File: src/rtl/reg_bank_arb_pkg.sv
// reg_bank_arb_pkg
// Shared types and helpers for the register-bank arbiter and for other
// shared-resource controllers that reuse the round-robin pick.
//   DEF_*      : default sizing used by the top and by the arbiter
//   req_idx_t  : requester index for the default requester count
//   addr_t     : register index for the default bank depth
//   rr_pick    : round-robin winner search over up to MAX_REQ requesters
// Optional feature macro used elsewhere in this slice: REG_BANK_ARB_LOCK_EN
package reg_bank_arb_pkg;

  localparam int DEF_NUM_REQ = 4;
  localparam int DEF_DEPTH   = 8;
  localparam int DEF_WIDTH   = 8;

  // The pick helper works on a fixed 8-wide view so it can serve any
  // requester count from 2 to 8; callers zero-extend their vectors.
  localparam int MAX_REQ    = 8;
  localparam int PICK_IDX_W = 3;

  typedef logic [$clog2(DEF_NUM_REQ)-1:0] req_idx_t;
  typedef logic [$clog2(DEF_DEPTH)-1:0]   addr_t;

  typedef struct packed {
    logic                  found;
    logic [PICK_IDX_W-1:0] idx;
  } pick_t;

  // Search upward from ptr, wrapping at numReq, and return the first
  // requester whose valid bit is set.
  function automatic pick_t rr_pick(input logic [MAX_REQ-1:0]    valid,
                                    input logic [PICK_IDX_W-1:0] ptr,
                                    input int unsigned           numReq);
    pick_t       res;
    int unsigned cand;
    res = '0;
    for (int unsigned k = 0; k < MAX_REQ; k++) begin
      cand = 32'(ptr) + k;
      if (cand >= numReq) cand = cand - numReq;
      if ((k < numReq) && !res.found && valid[cand[PICK_IDX_W-1:0]]) begin
        res.found = 1'b1;
        res.idx   = cand[PICK_IDX_W-1:0];
      end
    end
    return res;
  endfunction

endpackage

File: src/rtl/reg_bank_arbiter_rr_arbiter.sv
// rr_arbiter
// Combinational round-robin pick plus the rotating priority pointer.
//   clk, reset_n : clock and asynchronous active-low reset
//   valid_i      : candidate requesters this cycle
//   grant_o      : one-hot grant (zero when nothing is valid)
//   winner_o     : index of the granted requester
//   found_o      : a grant is issued this cycle
// A grant always coincides with a transfer because only valid requesters
// can win, so the pointer advances on every grant.
module rr_arbiter
  import reg_bank_arb_pkg::*;
#(
  parameter  int NUM_REQ = DEF_NUM_REQ,
  localparam int IDX_W   = $clog2(NUM_REQ)
) (
  input  logic               clk,
  input  logic               reset_n,
  input  logic [NUM_REQ-1:0] valid_i,
  output logic [NUM_REQ-1:0] grant_o,
  output logic [IDX_W-1:0]   winner_o,
  output logic               found_o
);

  logic [IDX_W-1:0] ptr_q, ptr_d;
  pick_t            pick;
  logic             unusedPickBits;

  // Pick a winner and compute where priority starts next cycle.
  always_comb begin
    pick     = rr_pick(MAX_REQ'(valid_i), PICK_IDX_W'(ptr_q), NUM_REQ);
    winner_o = pick.idx[IDX_W-1:0];
    found_o  = pick.found;
    grant_o  = '0;
    ptr_d    = ptr_q;
    if (pick.found) begin
      grant_o = NUM_REQ'(1) << winner_o;
      if (winner_o == IDX_W'(NUM_REQ - 1)) ptr_d = '0;
      else                                 ptr_d = winner_o + 1'b1;
    end
  end

  // Upper index bits are always zero for requester counts below 8.
  assign unusedPickBits = ^pick.idx;

  // Rotating priority pointer.
  always_ff @(posedge clk or negedge reset_n) begin
    if (!reset_n) ptr_q <= '0;
    else          ptr_q <= ptr_d;
  end

endmodule

File: src/rtl/reg_bank_arbiter.sv
// reg_bank_arbiter
// Shares one DEPTH x WIDTH register bank between NUM_REQ requesters using
// round-robin arbitration. Writes commit on the grant edge; reads return
// one cycle later on a shared response channel tagged with the requester.
//   clk, reset_n : clock and asynchronous active-low reset
//   req_valid/req_ready/req_write/req_addr/req_wdata/req_lock : per-requester
//                  command channel (addr/wdata packed per requester)
//   rsp_valid/rsp_id/rsp_rdata : single-cycle read response
//   busy         : a grant was issued this cycle
// Optional feature: define REG_BANK_ARB_LOCK_EN to let a requester hold the
// grant across transfers via req_lock.
module reg_bank_arbiter
  import reg_bank_arb_pkg::*;
#(
  parameter  int               NUM_REQ   = DEF_NUM_REQ,
  parameter  int               DEPTH     = DEF_DEPTH,
  parameter  int               WIDTH     = DEF_WIDTH,
  parameter  logic [WIDTH-1:0] RESET_VAL = '0,
  localparam int               IDX_W     = $clog2(NUM_REQ),
  localparam int               ADDR_W    = $clog2(DEPTH)
) (
  input  logic                      clk,
  input  logic                      reset_n,
  input  logic [NUM_REQ-1:0]        req_valid,
  output logic [NUM_REQ-1:0]        req_ready,
  input  logic [NUM_REQ-1:0]        req_write,
  input  logic [NUM_REQ*ADDR_W-1:0] req_addr,
  input  logic [NUM_REQ*WIDTH-1:0]  req_wdata,
  input  logic [NUM_REQ-1:0]        req_lock,
  output logic                      rsp_valid,
  output logic [IDX_W-1:0]          rsp_id,
  output logic [WIDTH-1:0]          rsp_rdata,
  output logic                      busy
);

  logic [NUM_REQ-1:0] candValid;
  logic [NUM_REQ-1:0] grant;
  logic [IDX_W-1:0]   winner;
  logic               found;

  logic [ADDR_W-1:0]  selAddr;
  logic [WIDTH-1:0]   selWdata;
  logic               selWrite;

  logic [WIDTH-1:0]   bank_q [DEPTH];
  logic               rspValid_q, rspValid_d;
  logic [IDX_W-1:0]   rspId_q, rspId_d;
  logic [WIDTH-1:0]   rspRdata_q, rspRdata_d;

`ifdef REG_BANK_ARB_LOCK_EN
  logic               lockValid_q, lockValid_d;
  logic [IDX_W-1:0]   lockOwner_q, lockOwner_d;

  // While locked only the owner is a candidate; an owner transfer without
  // req_lock releases it, otherwise a locking transfer claims ownership.
  always_comb begin
    candValid   = req_valid;
    lockValid_d = lockValid_q;
    lockOwner_d = lockOwner_q;
    if (lockValid_q) candValid = req_valid & (NUM_REQ'(1) << lockOwner_q);
    if (found) begin
      if (lockValid_q) begin
        if (!req_lock[winner]) lockValid_d = 1'b0;
      end else if (req_lock[winner]) begin
        lockValid_d = 1'b1;
        lockOwner_d = winner;
      end
    end
  end

  always_ff @(posedge clk or negedge reset_n) begin
    if (!reset_n) begin
      lockValid_q <= 1'b0;
      lockOwner_q <= '0;
    end else begin
      lockValid_q <= lockValid_d;
      lockOwner_q <= lockOwner_d;
    end
  end
`else
  logic unusedLock;
  assign candValid  = req_valid;
  assign unusedLock = ^req_lock;
`endif

  rr_arbiter #(
    .NUM_REQ (NUM_REQ)
  ) u_rr_arbiter (
    .clk      (clk),
    .reset_n  (reset_n),
    .valid_i  (candValid),
    .grant_o  (grant),
    .winner_o (winner),
    .found_o  (found)
  );

  // Steer the winning requester's command fields.
  always_comb begin
    selAddr  = req_addr[winner*ADDR_W +: ADDR_W];
    selWdata = req_wdata[winner*WIDTH +: WIDTH];
    selWrite = req_write[winner];
  end

  // A granted read captures the pre-edge bank contents; id and data hold
  // their last value when no read is in flight.
  always_comb begin
    rspValid_d = found & ~selWrite;
    rspId_d    = rspId_q;
    rspRdata_d = rspRdata_q;
    if (rspValid_d) begin
      rspId_d    = winner;
      rspRdata_d = bank_q[selAddr];
    end
  end

  // Register bank; a granted write lands on the grant edge.
  always_ff @(posedge clk or negedge reset_n) begin
    if (!reset_n) begin
      for (int i = 0; i < DEPTH; i++) bank_q[i] <= RESET_VAL;
    end else if (found && selWrite) begin
      bank_q[selAddr] <= selWdata;
    end
  end

  // Response pipeline register.
  always_ff @(posedge clk or negedge reset_n) begin
    if (!reset_n) begin
      rspValid_q <= 1'b0;
      rspId_q    <= '0;
      rspRdata_q <= '0;
    end else begin
      rspValid_q <= rspValid_d;
      rspId_q    <= rspId_d;
      rspRdata_q <= rspRdata_d;
    end
  end

  assign req_ready = grant;
  assign busy      = found;
  assign rsp_valid = rspValid_q;
  assign rsp_id    = rspId_q;
  assign rsp_rdata = rspRdata_q;

endmodule

File: config.mk
export PLATFORM = sky130hd
export DESIGN_NAME = reg_bank_arbiter
export DESIGN_NICKNAME = d
export VERILOG_FILES = /design/src/rtl/reg_bank_arb_pkg.sv /design/src/rtl/reg_bank_arbiter_rr_arbiter.sv /design/src/rtl/reg_bank_arbiter.sv
export SDC_FILE = /design/constraint.sdc
export NUM_CORES = 1
export LEC_CHECK = 0
export ABC_AREA = 1
export BUFFER_PORTS_ARGS = -buffer_cell sky130_fd_sc_hd__buf_2
export CAP_MARGIN = 20
export CORE_MARGIN = 2
export CORE_UTILIZATION = 30
export CTS_CLUSTER_DIAMETER = 80
export DETAILED_ROUTE_END_ITERATION = 10
export HOLD_SLACK_MARGIN = 0.05
export PLACE_DENSITY = 0.58
export SYNTH_ARGS = -nofsm -noshare
export SYNTH_HDL_FRONTEND = slang
export SYNTH_SLANG_ARGS = --single-unit
File: constraint.sdc
create_clock -name clk -period 2.1 [get_ports clk]
set_input_delay 0.315 -clock clk [delete_from_list [all_inputs] [get_ports clk]]
set_output_delay 0.315 -clock clk [all_outputs]
set_load 0.02 [all_outputs]
-- After elaboration in Yosys (flattened, before gate mapping)
Cells that the tools add are included.
- flip-flop bits (word level): 77
- input bits: 58
- output and inout port bits: 16
- word-level logic and storage cells: 73
- $add $sub $neg: 8
- multipliers: 1
- order comparisons: 11
- equality and inequality tests: 1
- shift operators: 3
- muxes and demuxes: 26
- bitwise gates (word level): 3
- reduce and logical (&&, ||, !) cells: 8
- operators by type and width (cell ; count):
    $ge 32x3->1 const B ; 3
    $bwmux 64 ; 1
    $shiftx 32x6->8 ; 1
    $bmux 8 s3 ; 1
    $demux 8 s3 ; 1
    $mux 8 ; 3
    $mux 4 ; 5
    $lt 3x4->1 const B ; 4
    $bmux 1 s3 ; 4
    $mux 3 ; 4
    $shiftx 12x5->3 ; 1
    $sub 3x3->3 const B ; 3
    $add 2x2->3 const B ; 2
    $logic_and 1x1->1 ; 5
    $mux 1 ; 5
    $ge 4x4->1 const B ; 1
    $lt 4x1->1 const B ; 1
    $mul 2x2->4 const B ; 1
    $not 3->4 ; 1
    $shl 1x2->4 const A ; 1
    $add 2x1->3 const B ; 1
    $ge 2x3->1 const B ; 1
    $logic_not 1->1 ; 3
    $lt 2x3->1 const B ; 1
    7 further kinds ; 7

-- Logic depth before layout (Yosys ltp)
- word-level depth: 22
- depth in mapped cells: 21
- mapped depth without buffers: 19

-- By module
Synthesis repeated with hierarchy kept, for this count alone.
- cells, all modules: 669
- area, all modules: 4839.6 um^2
- by module, submodules not included (module ; instances ; cells an instance ; area each (um^2) ; seq. area each (um^2)):
    reg_bank_arbiter ; 1 ; 587 ; 4317.9 ; 1876.8
    rr_arbiter ; 1 ; 82 ; 521.8 ; 50.0

-- Least setup slack after synthesis
No wires, ideal clock.
- path kind: register to output
- from: register u_rr_arbiter.ptr_q[0]
- to: output req_ready[0]
- arrival: 2.067 ns
- required time: 1.785 ns
- path slack: -0.282 ns
- stages on the path, launching flop included: 16
- buffers on the path: 3
- path through: dfrtp_1 > buf_6 > nand2_1 > nand2_1 > nand2_1 > nand2_4 > nor2_8 > nand3_4 > nand2_4 > nand2_4 > inv_2 > buf_6 > clkbuf_1 > ha_1 > nand2_1 > inv_1
- elaborated cells on any way between the ends: 35
- those cells by class: add/sub (7); order compare (4); shift (1); mux (17); reduce/logical (6)
- RTL lines (what ; RTL line ; source):
    start, declared ; reg_bank_arbiter_rr_arbiter.sv:24 ; logic [IDX_W-1:0] ptr_q, ptr_d;
    start signal, assigned ; reg_bank_arbiter_rr_arbiter.sv:48 ; else ptr_q <= ptr_d;
    branches (longest 13 deep; another with $ge 32x3->1) ; - ;
    $mux 4 * ; reg_bank_arb_pkg.sv:39 ; if ((k < numReq) && !res.found && valid[cand[PICK_IDX_W-1:0]]) begin
    net busy ; reg_bank_arbiter.sv:33 ; output logic busy
    $mux 4 * ; reg_bank_arbiter_rr_arbiter.sv:35 ; if (pick.found) begin
    end, declared ; reg_bank_arbiter.sv:25 ; output logic [NUM_REQ-1:0] req_ready,
Mark *: on every way through the listed nets, which the timed path passes. The select of a mux whose other input is x is not followed.

-- Final worst setup path
- from: register u_rr_arbiter.ptr_q[0]
- to: output req_ready[0]
- longest elaborated chain between the ends: 16
- elaborated cells on any way between the ends: 35
- those cells by class: add/sub (7); order compare (4); shift (1); mux (17); reduce/logical (6)
- ends and longest elaborated chain (what ; RTL line ; source):
    branches (longest 13 deep; another with $ge 32x3->1) ; - ;
    $mux 4 * ; reg_bank_arb_pkg.sv:39 ;
    $shl 1x2->4 ; reg_bank_arbiter_rr_arbiter.sv:36 ; grant_o = NUM_REQ'(1) << winner_o;
    $mux 4 * ; reg_bank_arbiter_rr_arbiter.sv:35 ;
Mark *: on every way between the ends. The select of a mux whose other input is x is not followed.

==> flow_summary.yaml <==
status:
  outcome: "finished, violations left"
  violations: "setup timing"
timing:
  max_slew_margin_pct: 65.2
  rsz0062_at_grt: "true"
  timing.final.ws_setup_ns: -0.483
  worst_pin_slew_ns: 0.523
  min_period_ns: 2.58
  finalMaxSlewViolations: 0
  finalSetupViolations: 79
  fin_crit_sh_pct: 123
  hold_viol: 0
  finalSetupTns_ns: -31.75
  fmax_mhz: 387
  clock_skew_ns: 0.00645
setup_path:
  timing.rr.start: "u_rr_arbiter.ptr_q[0]$_DFFE_PN0P_"
  rr_worst_depth: 21
  path_max_fanout: 5
  r2r_setup_slack_ns: -0.47
  critPathLaunchType: "flop"
  crit_type: "reg2out"
  cp.arrival_ns: 2.27
  worstReg2RegEnd: "rsp_rdata[1]$_DFFE_PN0P_"
  end_kind: "output pin"
  worstPathRequired_ns: 1.78
logic_synthesis:
  synth.cell_area_um2: 4960
  yosysUniqueCellTypes: 30
  yosys_warnings: 0
  ys_seq_area_share_pct: 38.8
  syn_inst: 641
  syn-num-nets: 703
  ys_seq_elements: 77
  avgSynthCellArea_um2: 7.74
drt:
  topRoutingLayerUsed: "met4"
  dr_wl_met3_um: 710
  routed_via_density: 4.56
  met1_length_mm: 6.23
  dr.first_iter.drc_count: 201
  drt-total-wl_mm: 14.2
  avgRoutedWirePerCell_um: 14.1
  dr_wl_met2_mm: 7.06
  drc_errors: 0
  vias: 4608
  ant_nets: 0
  dr.pass1.iters: 4
run:
  cap_violations: 0
layout:
  final_cell_mix: "144 x nand2_1, 90 x inv_1, 76 x dfrtp_1"
  final_common_cell: "nand2_1"
  antenna_cells: 0
  syn_to_final_growth_pct: 47.8
  fin_nets: 847
  drive_above_1_share_pct: 44.8
cts:
  cts.sinks: 77
  tritoncts: "done"
  htreeDepth: 3
  clock_latency_ns: 0.35
  cts_made_buffers: 9
  clk_pin_slew_ns: 0.06
  cts-root-buf: "clkbuf_16"
  clk_path_buf_depth: 2
hold_path:
  hold_end: "rsp_id[1]$_DFFE_PN0P_"
  hold_class: "in2reg"
  holdPathStages: 6
  min-delay-start: "req_write[2]"
floorplanning:
  io-pin-count: 74
  row_count: 47
  die_w_um: 133
  initial_core_util_pct: 30.3
  core_um2: 16300
  die_h_um: 133
  dieArea_um2: 17600
placement:
  port_buffers: 69
  gp_congestion: 0.808
  dp_hpwl_mm: 8.82
  dp_slack_ns: -0.355
global_route:
  antenna_found_initial: 0
  grt_usage_pct: 15.8
  grt_first_pass_wirelength_mm: 22.4
  grt_pass1_vias: 4465
  grt_max_degree: 41
  overflow: 0
-- worst max-delay path by stage --
| stage | startpoint | end | slack (ns) | cells after the start |
|---|---|---|---|---|
| floorplan | u_rr_arbiter.ptr_q[0]$_DFFE_PN0P_ | bank_q[21]$_DFFE_PN0P_ | -0.24 | 20 |
| global placement | u_rr_arbiter.ptr_q[0]$_DFFE_PN0P_ | bank_q[59]$_DFFE_PN0P_ | -0.35 | 18 |
| detailed placement | u_rr_arbiter.ptr_q[0]$_DFFE_PN0P_ | bank_q[51]$_DFFE_PN0P_ | -0.36 | 18 |
| CTS | u_rr_arbiter.ptr_q[0]$_DFFE_PN0P_ | req_ready[3] | -0.47 | 14 |
| global route | u_rr_arbiter.ptr_q[0]$_DFFE_PN0P_ | bank_q[62]$_DFFE_PN0P_ | -0.62 | 21 |
| finish | u_rr_arbiter.ptr_q[0]$_DFFE_PN0P_ | req_ready[0] | -0.48 | 15 |
-- critical path, cell delays in order (launching register included) --
cell and delay, ns:
dfrtp_2 0.45, buf_6 0.16, nand2_2 0.09, nand3_4 0.11, nand2_4 0.08, inv_1 0.10, nand2_4 0.07, nor2_4 0.11
nand2_4 0.09, nand2_8 0.08, inv_2 0.06, buf_12 0.13, ha_1 0.18, nand2_1 0.06, inv_1 0.03, buf_4 0.14
-- logic make-up (layout without fill, tap and decap cells) --
logic type               count (synthesis)  after routing  share of synthesized area, %
adder cells (fa/ha/maj)                  4              4                          1.01
AND/OR/NAND/NOR                        347            355                          35.3
buffers and inverters                  129            270                          12.6
flip-flops                              77             77                          38.8
AO/OA/AOI/OAI                           84             84                          12.3
-- through the flow --
stage          area (um2)  util [%]  cells  hold slack, ns
6_report             7330      44.9   1010           0.466
5_1_grt              7330      44.9   1010           0.476
4_1_cts              6650      40.7    987           0.379
3_5_place_dp         5850      35.8    945           0.339
3_3_place_gp         5850      35.8    945           0.333
2_1_floorplan        5030         -    641          0.0194
-- cell type report --
| class | instances | area [um2] |
|---|---|---|
| Inverter | 104 | 420 |
| Multi-Input combinational cell | 443 | 2990 |
| Timing Repair inverter | 1 | 7.51 |
| Timing Repair Buffer | 149 | 1370 |
| Clock buffer | 13 | 280 |
| Tap cell | 220 | 275 |
| Clock inverter | 3 | 65.1 |
| Fill cell | 1601 | 9010 |
| Sequential cell | 77 | 1930 |
-- state kept, by name, summed over array words and instances (netlist names) --
signal and cells:
rsp_rdata 8, u_rr_arbiter.ptr_q 2, rsp_valid 1, rsp_id 2, bank_q 64
-- Yosys cell counts --
library cell / count / share of area, %
a21oi_1: 1 / 0.10
nand2_2: 12 / 1.5
nand3_4: 1 / 0.35
clkbuf_1: 1 / 0.076
buf_6: 10 / 2.3
ha_1: 4 / 1.0
o32ai_2: 5 / 1.6
o32ai_4: 3 / 1.7
o21ai_2: 17 / 3.0
nand2_4: 6 / 1.4
nand2_8: 2 / 0.81
nand4_1: 1 / 0.13
nor2_1: 40 / 3.0
nand3_1: 67 / 6.8
or2_1: 1 / 0.13
nand2_1: 190 / 14
nand3_2: 3 / 0.61
dfrtp_1: 77 / 39
buf_4: 7 / 1.1
nor2_2: 1 / 0.13
nor2_4: 4 / 0.91
inv_2: 10 / 0.76
inv_1: 94 / 7.1
buf_8: 3 / 0.91
buf_2: 4 / 0.40
nor2_8: 10 / 4.0
or2_2: 7 / 0.88
o21ai_1: 21 / 2.1
nand3b_1: 2 / 0.30
o21ai_0: 37 / 3.7
-- timing repair --
item | 4_1_cts | 5_1_grt
pin swaps | 37 | 71
setup endpoints to repair | 78 | 81
hold buffers | 1 | 0
gates resized for setup | 67 | 117
endpoints found under the hold margin | 37 | 0
setup buffers | 16 | 20
cloned | 9 | 4
-- metal layers --
layer	vias to the layer above	GRT usage [%]
met4	0	4.54
met5	-	0
li1	2306	-
met2	106	26.6
met1	2177	21.0
met3	19	2.68
Power is left out: the tool's default activity adds up to more than one toggle a clock period on the data nets, which glitch-free logic cannot reach.
